## src/rtl/button_event_queue.sv

```systemverilog
`default_nettype none
// ============================================================================
// Module   : button_event_queue
// Purpose  : Turns the eight debounced button levels into press/release event
//            records. Records wait in a small FIFO that software reads over a
//            ren/wen/address register interface. irq is high while events are
//            queued.
// Ports    : clk, rst       - clock, synchronous active-high reset
//            btn_level[7:0] - debounced levels (DownR,UpR,LeftR,RightR,
//                             DownL,UpL,LeftL,RightL)
//            ren, wen       - one-cycle read / write strobes
//            address[31:0]  - byte address, only [3:2] decoded
//            data_in[31:0]  - write data
//            data_out[31:0] - registered read data (valid the cycle after ren)
//            irq            - FIFO non-empty
// Registers: 0 STATUS (R)   [24]=empty [20:16]=count [8]=overflow [7:0]=pending
//            1 EVENT  (R)   head record, popped by the read
//            2 MASK   (R/W) [7:0] per-button enable
//            3 CTRL   (W)   bit0 flush FIFO+pending, bit1 clear overflow
// Option   : BTN_TIMESTAMP_EN - adds a free-running 16-bit cycle counter whose
//            value at edge detection is placed in event bits [31:16].
// Revision : 1.0 - initial release
// ============================================================================
module button_event_queue #(
    parameter int   DEPTH       = 8,
    parameter int   NBTN        = 8,
    parameter logic PRESS_LEVEL = 1'b0
) (
    input  logic        clk,
    input  logic        rst,
    input  logic [7:0]  btn_level,
    input  logic        ren,
    input  logic        wen,
    input  logic [31:0] address,
    input  logic [31:0] data_in,
    output logic [31:0] data_out,
    output logic        irq
);

    localparam int         c_AW          = (DEPTH > 1) ? $clog2(DEPTH) : 1;
    localparam logic [4:0] c_DEPTH_CNT   = 5'(DEPTH);
    localparam logic [1:0] c_REG_STATUS  = 2'd0;
    localparam logic [1:0] c_REG_EVENT   = 2'd1;
    localparam logic [1:0] c_REG_MASK    = 2'd2;
    localparam logic [1:0] c_REG_CTRL    = 2'd3;

    // ------------------------------------------------------------------
    // State
    // ------------------------------------------------------------------
    logic [NBTN-1:0] r_prev;
    logic [NBTN-1:0] r_pending;
    logic [NBTN-1:0] r_kind;       // 1 = pending edge was a press
    logic [NBTN-1:0] r_mask;
    logic            r_overflow;
    logic [31:0]     r_mem [DEPTH];
    logic [c_AW-1:0] r_wr_ptr;
    logic [c_AW-1:0] r_rd_ptr;
    logic [4:0]      r_count;
    logic [31:0]     r_data_out;
    logic            r_irq;

    // ------------------------------------------------------------------
    // Combinational decode
    // ------------------------------------------------------------------
    logic [1:0]      w_reg;
    logic            w_pop;
    logic            w_flush;
    logic            w_clr_ovf;
    logic            w_wr_mask;
    logic [NBTN-1:0] w_edge;
    logic [NBTN-1:0] w_press_now;
    logic            w_svc;
    logic [2:0]      w_svc_id;
    logic            w_full;
    logic            w_push;
    logic            w_drop;
    logic [15:0]     w_evt_ts;
    logic [31:0]     w_push_word;
    logic [NBTN-1:0] w_pending_nxt;
    logic            w_overflow_nxt;
    logic [4:0]      w_count_nxt;
    logic [31:0]     w_rd_data;
    logic            w_unused_bits;

    assign w_reg     = address[3:2];
    assign w_pop     = ren && (w_reg == c_REG_EVENT) && (r_count != 5'd0);
    assign w_flush   = wen && (w_reg == c_REG_CTRL) && data_in[0];
    assign w_clr_ovf = wen && (w_reg == c_REG_CTRL) && data_in[1];
    assign w_wr_mask = wen && (w_reg == c_REG_MASK);

    // Masked buttons never produce edges, so they cannot touch pending/kind.
    assign w_edge      = (btn_level ^ r_prev) & r_mask;
    assign w_press_now = ~(btn_level ^ {NBTN{PRESS_LEVEL}});

    // Lowest-index pending button wins the single push slot this cycle.
    always_comb begin
        w_svc    = 1'b0;
        w_svc_id = 3'd0;
        for (int i = NBTN - 1; i >= 0; i--) begin
            if (r_pending[i]) begin
                w_svc    = 1'b1;
                w_svc_id = 3'(i);
            end
        end
    end

    // A simultaneous pop frees the slot, so a full FIFO can still accept.
    // Flush cancels the service outright: the record is neither stored nor
    // counted as lost.
    assign w_full = (r_count == c_DEPTH_CNT);
    assign w_push = w_svc && !w_flush && (!w_full || w_pop);
    assign w_drop = w_svc && !w_flush && w_full && !w_pop;

    assign w_push_word = {w_evt_ts, 7'd0, 1'b1, 3'd0, r_kind[w_svc_id], 1'b0, w_svc_id};

    // A new edge on the button being serviced re-arms its pending bit.
    always_comb begin
        w_pending_nxt = r_pending;
        if (w_svc) begin
            w_pending_nxt[w_svc_id] = 1'b0;
        end
        w_pending_nxt = w_pending_nxt | w_edge;
        if (w_wr_mask) begin
            w_pending_nxt = w_pending_nxt & data_in[NBTN-1:0];
        end
        if (w_flush) begin
            w_pending_nxt = '0;
        end
    end

    // Setting takes priority over a same-cycle clear so a loss is never hidden.
    assign w_overflow_nxt = (r_overflow & ~w_clr_ovf) | w_drop | (|(w_edge & r_pending));

    assign w_count_nxt = w_flush ? 5'd0
                                 : (r_count + {4'd0, w_push} - {4'd0, w_pop});

    always_comb begin
        w_rd_data = 32'd0;
        case (w_reg)
            c_REG_STATUS: w_rd_data = {7'd0, (r_count == 5'd0), 3'd0, r_count,
                                       7'd0, r_overflow, r_pending};
            c_REG_EVENT:  w_rd_data = (r_count != 5'd0) ? r_mem[r_rd_ptr] : 32'd0;
            c_REG_MASK:   w_rd_data = {24'd0, r_mask};
            default:      w_rd_data = 32'd0;
        endcase
    end

    assign w_unused_bits = ^{address[31:4], address[1:0], data_in[31:NBTN]};

    // ------------------------------------------------------------------
    // Optional timestamp capture
    // ------------------------------------------------------------------
`ifdef BTN_TIMESTAMP_EN
    logic [15:0] r_ts;
    logic [15:0] r_ts_btn [NBTN];

    always_ff @(posedge clk) begin
        if (rst) begin
            r_ts <= 16'd0;
            for (int i = 0; i < NBTN; i++) begin
                r_ts_btn[i] <= 16'd0;
            end
        end else begin
            r_ts <= r_ts + 16'd1;
            for (int i = 0; i < NBTN; i++) begin
                if (w_edge[i]) begin
                    r_ts_btn[i] <= r_ts;
                end
            end
        end
    end

    assign w_evt_ts = r_ts_btn[w_svc_id];
`else
    assign w_evt_ts = 16'd0;
`endif

    // ------------------------------------------------------------------
    // FIFO storage (contents are don't-care while count is zero)
    // ------------------------------------------------------------------
    always_ff @(posedge clk) begin
        if (w_push) begin
            r_mem[r_wr_ptr] <= w_push_word;
        end
    end

    // ------------------------------------------------------------------
    // Control state
    // ------------------------------------------------------------------
    always_ff @(posedge clk) begin
        if (rst) begin
            r_prev     <= btn_level;
            r_pending  <= '0;
            r_kind     <= '0;
            r_mask     <= '1;
            r_overflow <= 1'b0;
            r_wr_ptr   <= '0;
            r_rd_ptr   <= '0;
            r_count    <= 5'd0;
            r_data_out <= 32'd0;
            r_irq      <= 1'b0;
        end else begin
            r_prev     <= btn_level;
            r_pending  <= w_pending_nxt;
            r_kind     <= (r_kind & ~w_edge) | (w_edge & w_press_now);
            r_overflow <= w_overflow_nxt;
            r_count    <= w_count_nxt;
            r_irq      <= (w_count_nxt != 5'd0);
            if (w_wr_mask) begin
                r_mask <= data_in[NBTN-1:0];
            end
            if (w_flush) begin
                r_wr_ptr <= '0;
                r_rd_ptr <= '0;
            end else begin
                if (w_push) begin
                    r_wr_ptr <= r_wr_ptr + 1'b1;
                end
                if (w_pop) begin
                    r_rd_ptr <= r_rd_ptr + 1'b1;
                end
            end
            if (ren) begin
                r_data_out <= w_rd_data;
            end
        end
    end

    assign data_out = r_data_out;
    assign irq      = r_irq;

endmodule
`default_nettype wire

```

## config.mk

```make
export PLATFORM = sky130hd
export DESIGN_NAME = button_event_queue
export DESIGN_NICKNAME = d
export VERILOG_FILES = /design/src/rtl/button_event_queue.sv
export SDC_FILE = /design/constraint.sdc
export NUM_CORES = 1
export LEC_CHECK = 0
export ABC_AREA = 1
export CORE_MARGIN = 10
export CORE_UTILIZATION = 45
export DETAILED_ROUTE_END_ITERATION = 10
export GPL_TIMING_DRIVEN = 0
export PLACE_DENSITY = 0.77
export SYNTH_ARGS = -nofsm -noshare
export SYNTH_HDL_FRONTEND = slang
export SYNTH_SLANG_ARGS = --single-unit
```

## constraint.sdc

```tcl
create_clock -name clk -period 2.3 [get_ports clk]
set_input_delay 0.23 -clock clk [delete_from_list [all_inputs] [get_ports clk]]
set_output_delay 0.23 -clock clk [all_outputs]
set_load 0.05 [all_outputs]
```

==> flow_summary.yaml <==
drt:
  route.detailed.drc: 0
  ant_nets: 0
  routed_via_density: 4.89
  vias: 3628
  wl_per_cell_um: 14.4
  first_iter_violations: 210
  routed_wl_mm: 10.7
  firstDrtPassIters: 5
clock_tree:
  cts_tree: "yes"
  cts_buffer_depth: 2
  cts_hold_repair.buffers: 0
  cts.clk_slew.worst_paths_ns: 0.10
  cts-root-buf: "clkbuf_8"
  h-tree-depth: 3
  cts_buffers: 9
  clock_latency_ns: 0.38
  cts_sinks: 95
pwr:
  p_comb_frac: 0.374
  p_per_area_mw_per_mm2: 948
  switching_power_w: 0.00195
  seq_power_share: 0.410
  p_int_w: 0.00330
  p_sw_frac: 0.371
  p_leak_nw: 2.40
  max-vdd-ir-drop_uv: 444
  clkPwrFrac: 0.216
floorplanning:
  die_area_mm2: 0.0141
  dieHeight_um: 119
  ioPinCount: 109
  dieWidth_um: 119
  core_mm2: 0.00937
  start_util: 0.467
  rows: 35
sta:
  rsz0062_at_grt: "true"
  fin_crit_ns: 2.42
  setup_ws_ns: -0.123
  tightest_slew_ns: 0.539
  slew_violations: 0
  fmax_mhz: 413
  finalCritPeriodShare: 1.05
  hold_viol: 0
  finalSetupViolations: 2
  relSlewSlack: 0.639
  hold_slack_ns: 0.262
  finalClockSkew_ns: 0.0128
global_routing:
  grt_pass1_vias: 3589
  grt_max_degree: 18
  grt_pass1_wl_mm: 17.4
  grtUsageTotal: 0.150
  overflow: 0
  antenna_found_initial: 0
cells_and_area:
  final_area_mm2: 0.00553
  drive_above_1_share: 0.214
  areaGrowthSynthToFinish_pct: 26.3
  antennaDiodeCount: 0
  nets: 693
  n_fill_cell: 800
worst_setup_path:
  cp.depth: 22
  critical_path_class: "reg -> reg"
  timing.critical_path.cells: "inv_2 -> ha_4 -> nand3_4 -> nand3_4 -> inv_4 -> nand2_8 -> nand2_4 -> nand2_4 -> inv_4 -> nand2_2 -> nand2_2 -> ha_4 -> inv_2 -> fa_2 -> inv_2 -> nand2_2 -> nand2_2 -> a21oi_2 -> inv_1 -> or2_4 -> nand3_2 -> a21oi_2"
  crit_family: "simple AND/OR/NAND/NOR gates"
  critPathSlowestCell: "dfxtp_2"
  worst_setup_path_end_kind: "register"
  cp-start-kind: "register"
  cp_max_fo: 4
  critPathMaxStageDelay_ns: 0.35
  worstRegToRegCells: 22
  r2r_setup_slack_ns: -0.12
  r2r_start: "r_count[2]"
  cp_common_cell: "nand2_2"
  endpoint: "irq"
  rr_endpoint: "irq"
  worstPathRequired_ns: 2.61
  path_buf_inv: 6
  crit_arrival_ns: 2.74
  crit_start: "r_count[2]"
synth:
  syn_avg_cell_area_um2: 8.42
  synth-edff-count: 32
  async_reset_ff_frac: 0
  synthFlopType: "dfxtp_1"
  yosysWarningCount: 0
  synth_cell_type_count: 42
  netlist_instances: 520
  yosysSeqAreaShare: 0.507
  synth_seq_cells: 95
  syn_area_mm2: 0.00438
place:
  pre_cts_ws_ns: -0.640
  dp_hpwl_mm: 7.58
  gp_congestion: 0.922
  io_buffers: 36
  placed_cell_area_mm2: 0.00499
outcome:
  status: "finished with violations"
  violations: "negative setup slack"
hold_path:
  hold_path_class: "in -> reg"
  worstHoldPathCells: 3
run:
  drv_cap: 0
-- area by class of cell --
cell class	count	area, um^2	share of cell area
clock buffers	9	124	0.0224
plain buffers	28	201	0.0364
flip-flops and latches	95	2230	0.403
well taps	129	161	0.0292
clock inverters	7	81.3	0.0147
multi-input cells	332	1870	0.337
inverters	81	312	0.0563
repair buffers	61	554	0.100
-- stage by stage --
stage,utilization,total power [W],instances,setup TNS [ns]
floorplan,-,0.00328,536,-0.00643
global placement,0.532,0.00359,701,-1.47
detailed placement,0.532,0.00364,701,-1.88
CTS,0.581,0.00502,739,-0.111
global route,0.590,0.00553,742,-0.661
finish,0.590,0.00525,742,-0.214
-- routing by layer --
layer | vias up | global-route usage | routed length [um]
met4 | 0 | 0.0809 | 379
li1 | 1837 | - | -
met5 | - | 0 | 0
met2 | 102 | 0.259 | 5390
met1 | 1660 | 0.171 | 4420
met3 | 29 | 0.0276 | 531
-- what timing repair did --
item,CTS,global route
setup buffers,22,3
pin swaps,13,8
endpoints found under the hold margin,0,0
resized for setup,20,15
setup endpoints to repair,3,20
gates cloned,0,0
-- tightest hold or removal path, stage by stage --
cell	delay (ns)
buf_2	0.20
nand2_1	0.11
a21oi_1	0.05
-- layout by cell type, fill, tap and decap left out, types with 4 or more instances in the layout --
cell type and count:
conb_1 17, buf_2 5, inv_1 63, o21ai_0 28, nor2_1 57, clkbuf_8 9, a21oi_2 5, buf_6 4
nor2_4 9, ha_1 6, nand2_1 84, o21ai_1 11, nand3_1 26, inv_2 14, dfxtp_1 59, o22ai_1 5
edfxtp_1 32, o211ai_1 9, clkdlybuf4s50_1 35, a21oi_1 26, nor2_2 4, a221o_1 4, nand2_2 8, buf_4 42
-- logic make-up after synthesis --
family / after synthesis / share of synthesized area
flip-flops: 95 / 0.507
other: 1 / 0.000856
XOR/XNOR: 3 / 0.00600
buffers and inverters: 109 / 0.117
adder cells (fa/ha/maj): 9 / 0.0274
AO/OA/AOI/OAI: 99 / 0.134
AND/OR/NAND/NOR: 204 / 0.208
-- synthesized netlist by cell type (9+ instances only) --
| cell | number | share of area |
|---|---|---|
| nand2_1 | 88 | 0.075 |
| o211ai_1 | 9 | 0.015 |
| dfxtp_1 | 63 | 0.29 |
| nand3_1 | 27 | 0.031 |
| inv_1 | 67 | 0.057 |
| inv_2 | 11 | 0.0094 |
| buf_4 | 18 | 0.031 |
| o21ai_0 | 28 | 0.032 |
| nor2_1 | 62 | 0.053 |
| o21ai_1 | 12 | 0.014 |
| a21oi_1 | 29 | 0.033 |
| edfxtp_1 | 32 | 0.22 |
-- how the worst min path moves through the flow --
stage                         endpoint         start  slack [ns]
after detailed placement  r_pending[6]  r_pending[6]        0.45
after global placement    r_pending[6]  r_pending[6]        0.45
after floorplan              r_prev[0]  btn_level[0]        0.26
after CTS                  data_out[2]           ren        0.26
after global routing       data_out[0]           ren        0.28
final                      data_out[2]           ren        0.26
-- power by group through the flow --
| stage | logic [W] | clock network, W | registers [W] |
|---|---|---|---|
| detailed placement | 0.00147 | 0 | 0.00217 |
| finish | 0.00196 | 0.00114 | 0.00215 |
| global placement | 0.00142 | 0 | 0.00216 |
| floorplan | 0.00106 | 0 | 0.00222 |
| CTS | 0.00174 | 0.00114 | 0.00213 |
| global route | 0.00214 | 0.00121 | 0.00217 |
Note: power is estimated with default switching activity, not from simulation.
